--- src/rtl/pattern_scheduler.sv ---
// Timed stimulus scheduler: applies each {bin, dec, hex} entry onto registered outputs in the
// exact cycle the internal timebase equals the entry's timestamp; late entries are dropped and flagged.
module pattern_scheduler #(
  parameter int TS_W  = 32,
  parameter int BIN_W = 4,
  parameter int DEC_W = 32,
  parameter int HEX_W = 32,
  parameter int CNT_W = 8
) (
  input  logic             clk,
  input  logic             rst,
  input  logic             start,
  input  logic             abort,
  input  logic             hold,
  input  logic             in_valid,
  output logic             in_ready,
  input  logic             in_comment,
  input  logic             in_last,
  input  logic [TS_W-1:0]  in_ts,
  input  logic [BIN_W-1:0] in_bin,
  input  logic [DEC_W-1:0] in_dec,
  input  logic [HEX_W-1:0] in_hex,
  output logic [BIN_W-1:0] out_bin,
  output logic [DEC_W-1:0] out_dec,
  output logic [HEX_W-1:0] out_hex,
  output logic             out_strobe,
  output logic [TS_W-1:0]  now,
  output logic             busy,
  output logic             done,
  output logic             err_order,
  output logic [TS_W-1:0]  err_ts,
  output logic [CNT_W-1:0] err_count,
  output logic             err_ovf
);

  typedef enum logic [1:0] {IDLE, FETCH, WAIT, DONE} state_t;

  localparam logic [TS_W-1:0]  TS_MAX  = '1;
  localparam logic [CNT_W-1:0] CNT_MAX = '1;

  state_t             state;
  logic [TS_W-1:0]    pend_ts;
  logic [BIN_W-1:0]   pend_bin;
  logic [DEC_W-1:0]   pend_dec;
  logic [HEX_W-1:0]   pend_hex;
  logic               pend_last;

  logic               now_sat;
  logic [TS_W-1:0]    next_now;
  logic               handshake;
  logic               late;

  // Everything is keyed to the value now will take after this edge, so the
  // strobe and out_* land registered in the very cycle now equals the timestamp.
  always_comb begin
    now_sat   = (now == TS_MAX);
    next_now  = (hold || now_sat) ? now : now + TS_W'(1);
    handshake = in_valid && (state == FETCH);
    late      = (in_ts <= now);
  end

  assign in_ready = (state == FETCH);
  assign busy     = (state == FETCH) || (state == WAIT);
  assign done     = (state == DONE);

  always_ff @(posedge clk or posedge rst) begin
    if (rst) begin
      state      <= IDLE;
      now        <= '0;
      out_bin    <= '0;
      out_dec    <= '0;
      out_hex    <= '0;
      out_strobe <= 1'b0;
      err_order  <= 1'b0;
      err_ts     <= '0;
      err_count  <= '0;
      err_ovf    <= 1'b0;
      pend_ts    <= '0;
      pend_bin   <= '0;
      pend_dec   <= '0;
      pend_hex   <= '0;
      pend_last  <= 1'b0;
    end else begin
      out_strobe <= 1'b0;
      if (abort) begin
        state <= IDLE;
      end else begin
        case (state)
          IDLE, DONE: begin
            if (start) begin
              state     <= FETCH;
              now       <= '0;
              err_order <= 1'b0;
              err_ts    <= '0;
              err_count <= '0;
              err_ovf   <= 1'b0;
            end
          end
          FETCH: begin
            now <= next_now;
            if (handshake) begin
              if (in_comment) begin
                if (in_last) state <= DONE;
              end else if (late) begin
                err_order <= 1'b1;
                err_ts    <= in_ts;
                if (err_count != CNT_MAX) err_count <= err_count + CNT_W'(1);
                if (in_last) state <= DONE;
              end else begin
                pend_ts   <= in_ts;
                pend_bin  <= in_bin;
                pend_dec  <= in_dec;
                pend_hex  <= in_hex;
                pend_last <= in_last;
                state     <= WAIT;
                // An entry due right at now+1 must be applied straight away.
                if (in_ts == next_now) begin
                  out_bin    <= in_bin;
                  out_dec    <= in_dec;
                  out_hex    <= in_hex;
                  out_strobe <= 1'b1;
                end
              end
            end
          end
          WAIT: begin
            now <= next_now;
            if (out_strobe) begin
              state <= pend_last ? DONE : FETCH;
            end else if (next_now == pend_ts) begin
              out_bin    <= pend_bin;
              out_dec    <= pend_dec;
              out_hex    <= pend_hex;
              out_strobe <= 1'b1;
            end else if (now_sat) begin
              err_ovf <= 1'b1;
              state   <= DONE;
            end
          end
          default: state <= IDLE;
        endcase
      end
    end
  end

endmodule

--- config.mk ---
export PLATFORM = sky130hd
export DESIGN_NAME = pattern_scheduler
export DESIGN_NICKNAME = d
export VERILOG_FILES = /design/src/rtl/pattern_scheduler.sv
export SDC_FILE = /design/constraint.sdc
export NUM_CORES = 1
export LEC_CHECK = 0
export BUFFER_PORTS_ARGS = -buffer_cell sky130_fd_sc_hd__buf_2
export CELL_PAD_IN_SITES_DETAIL_PLACEMENT = 0
export CELL_PAD_IN_SITES_GLOBAL_PLACEMENT = 1
export CORE_ASPECT_RATIO = 1.75
export CORE_MARGIN = 4
export CORE_UTILIZATION = 45
export DETAILED_ROUTE_END_ITERATION = 12
export GPL_TIMING_DRIVEN = 0
export PLACE_DENSITY = 0.83
export SYNTH_ARGS = -nofsm -noshare
export SYNTH_HDL_FRONTEND = slang
export SYNTH_SLANG_ARGS = --single-unit
--- constraint.sdc ---
create_clock -name clk -period 12.3 [get_ports clk]
set_input_delay 1.23 -clock clk [delete_from_list [all_inputs] [get_ports clk]]
set_output_delay 1.23 -clock clk [all_outputs]
set_load 0.01 [all_outputs]
==> run summary <==
clock sink count: 246
average wire per cell in the routed design: 28.3 microns
number of antenna-violating nets in the routed design: 0
Main synth FF type: dfrtp_1
crit-path max FO: 10
Crit. End Element: flip-flop
area share of the largest cell type after synthesis: 43.2%
largest net degree at the start of global routing: 112
FP Rows: 86
Total Power: 3.03 mW
num ports: 254
clock root cell: clkbuf_16
final core occ: 53.8%
NumNets Final: 1785
Tmin final: 6.89 ns
CTS tree: yes
die span in x: 143 microns
fin crit share: 56.0%
share of layout cells above drive strength 1: 32.9%
Post-synth EDFFs: 0
CTS Buf Count: 25
power share of the clock group: 25.8%
Mapped Nets: 1502
Comb pwr share: 31.3%
CP Data Required Time: 12.73 ns
post-synthesis sequential area ratio: 43.2%
worst hold path class: flip-flop to flip-flop
Post-CTS Setup Repair Bufs: 0
1st-pass router iterations: 5
peak supply drop: 169 uV
clk buf depth: 3
Worst-Skew Late Latency: 0.56 ns
ys async rst share: 100%
status: finished, final reports clean
crit-path most repeated cell: clkbuf_1
Layout Skew: 0.0352 ns
GP Congestion: 1.06
setup_tns: 0 ns
unrepaired setup endpoints after global routing: false
max_slew headroom: 14.7%
# DRC: 0
final setup fails: 0
first-pass GRT wire length: 86.0 mm
Synth area leaders: dfrtp_1 43%, mux2_2 17%, ha_1 3.2%
Mapped Cells: 1357
critical-path cell list: clkbuf_1 > and3_1 > clkbuf_1 > nand3_1 > nor3_2 > clkbuf_1 > nor4_1 > xnor2_1 > a2111oi_0 > nand4_1 > or4_1 > a221oi_4 > buf_6 > buf_8 > mux2_1
worst reg-to-reg path cell count: 15
most frequent cell after synthesis: dfrtp_1
Max Cap Violations: 0
Slew @ Worst Pin: 1.27 ns
Critical Path Slowest Stage Cell: nor3_2
Min-Delay Path Depth: 1
sw frac: 33.5%
WP data arrival: 7.32 ns
WHS: 0.485 ns
Netlist cell types: 71
PostCTS Resize Cnt: 0
Synth Register Bits: 246
synth cell count leaders: 246 x dfrtp_1, 215 x mux2_2, 93 x nand2_1
critical path class: flip-flop to flip-flop
Max H-tree Level: 1
Finished Layout Cells: 2054
Hold Fails Final Rpt: 0
Die Ht: 243 microns
grt total ovfl: 0
Syn Area/Cell: 10.5 sq um
startpoint types: flip-flop
Synth Cell Area: 0.0143 sq mm
Die Area: 0.0347 sq mm
via/cell ratio: 6.17
port bufs: 253
placed cells: 2008
Cell Int Power: 2.01 mW
FMAX: 145 MHz
Initial Utilization: 45.4%
DP HPWL: 45.5 mm
Psw: 1.01 mW
Synth Warn #: 0
clk slew on worst S/H paths: 0.06 ns
number of DRC markers in iteration 0: 914
Power Density: 179 mW/mm^2
Core ar.: 0.0314 sq mm
WL final: 58.0 mm
Largest stage delay, worst path: 0.93 ns
P&R area growth vs syn: 18.7%
sequential group share of total power: 42.9%
cts hold-fix bufs: 0
vias: 12.7k
Final Max Tran Viols: 0
initial antenna violation count: 6
vias in the first global route: 13.3k
GRT Total Usage: 33.2%
leading area contributor after synthesis: dfrtp_1
Static Leak: 7.37 nW
## state kept, by name (all words and copies together) (netlist names)
| register | flops |
|---|---|
| pend_ts | 32 |
| pend_hex | 32 |
| pend_bin | 4 |
| out_hex | 32 |
| err_order | 1 |
| err_ts | 32 |
| out_strobe | 1 |
| state | 2 |
| err_count | 8 |
| now | 32 |
| out_dec | 32 |
| out_bin | 4 |
| pend_dec | 32 |
| err_ovf | 1 |
| pend_last | 1 |
## critical path, delay by kind of cell (launching register included)
kind,cells,cell delay [ns]
mux,1,0.34
buf+inv,5,1.84
compound gates,2,1.37
simple gates,6,2.69
flops,1,0.34
xor+xnor,1,0.19
## per-layer routing
metal | vias to the layer above | wire (microns) | track usage, %
met5 | - | 49 | 0
met3 | 225 | 3830 | 7.11
met4 | 10 | 5380 | 24.0
met2 | 587 | 29700 | 58.7
met1 | 6250 | 19100 | 33.6
li1 | 5597 | - | -
## cell type report
cell class | instances | area (sq um)
Tap cell | 396 | 495
Inverter | 46 | 180
Clock inverter | 10 | 114
Clock buffer | 34 | 709
Multi-Input combinational cell | 980 | 7540
Sequential cell | 246 | 6160
Antenna cell | 1 | 2.50
Buffer | 85 | 387
Fill cell | 2903 | 14500
Timing Repair Buffer | 256 | 1330
## worst paths after layout
kind | start | end | slack, ns
max | now[24] | out_hex[5] | 5.41
min | out_hex[9] | out_hex[9] | 0.49
max reg2reg | now[24] | out_hex[5] | 5.41
min reg2reg | out_hex[9] | out_hex[9] | 0.49
max in group asynchronous | rst | now[12] | 10.29
min in group asynchronous | rst | err_count[1] | 0.64
## through the flow
stage               setup WS (ns)  instance area, sq um
floorplan                    4.31                 14300
detailed placement           5.05                 16100
global route                 5.36                 16900
CTS                          5.49                 16900
global placement             1.66                 16000
finish                       5.41                 16900
## cells in the final DEF (no fill, tap or decap), types with 9 or more instances in the layout
cell	count
o21ai_0	73
nand3_1	38
clkbuf_16	25
o31ai_1	10
a22o_1	35
dfrtp_1	246
xor2_1	14
o211ai_1	9
a31oi_1	15
or3_1	14
nand4_1	37
inv_1	45
clkbuf_1	63
ha_1	37
a21oi_1	54
nand2b_1	12
mux2_2	215
mux2_1	20
nor4_1	12
nand2_1	93
nor2_1	50
and4_1	11
nor3_1	35
buf_2	265
and3_1	13
xnor2_1	47
or4_1	11
## power groups by stage
stage / sequential [mW] / combinational (mW) / clock (mW)
3_5_place_dp: 1.31 / 0.948 / 0
3_3_place_gp: 1.29 / 0.926 / 0
2_1_floorplan: 1.32 / 0.528 / 0
5_1_grt: 1.34 / 1.03 / 0.827
6_report: 1.30 / 0.948 / 0.781
4_1_cts: 1.30 / 0.951 / 0.796
## logic make-up after synthesis
family / share of synthesized area (%)
and+or+nand+nor: 13.6
AOI/OAI and AO/OA: 13.2
DFF: 43.2
muxes: 18.7
buffers and inverters: 3.92
xor gates and xnor gates: 4.06
adders and majority gates: 3.25
Power figures use the tool's default switching activity.
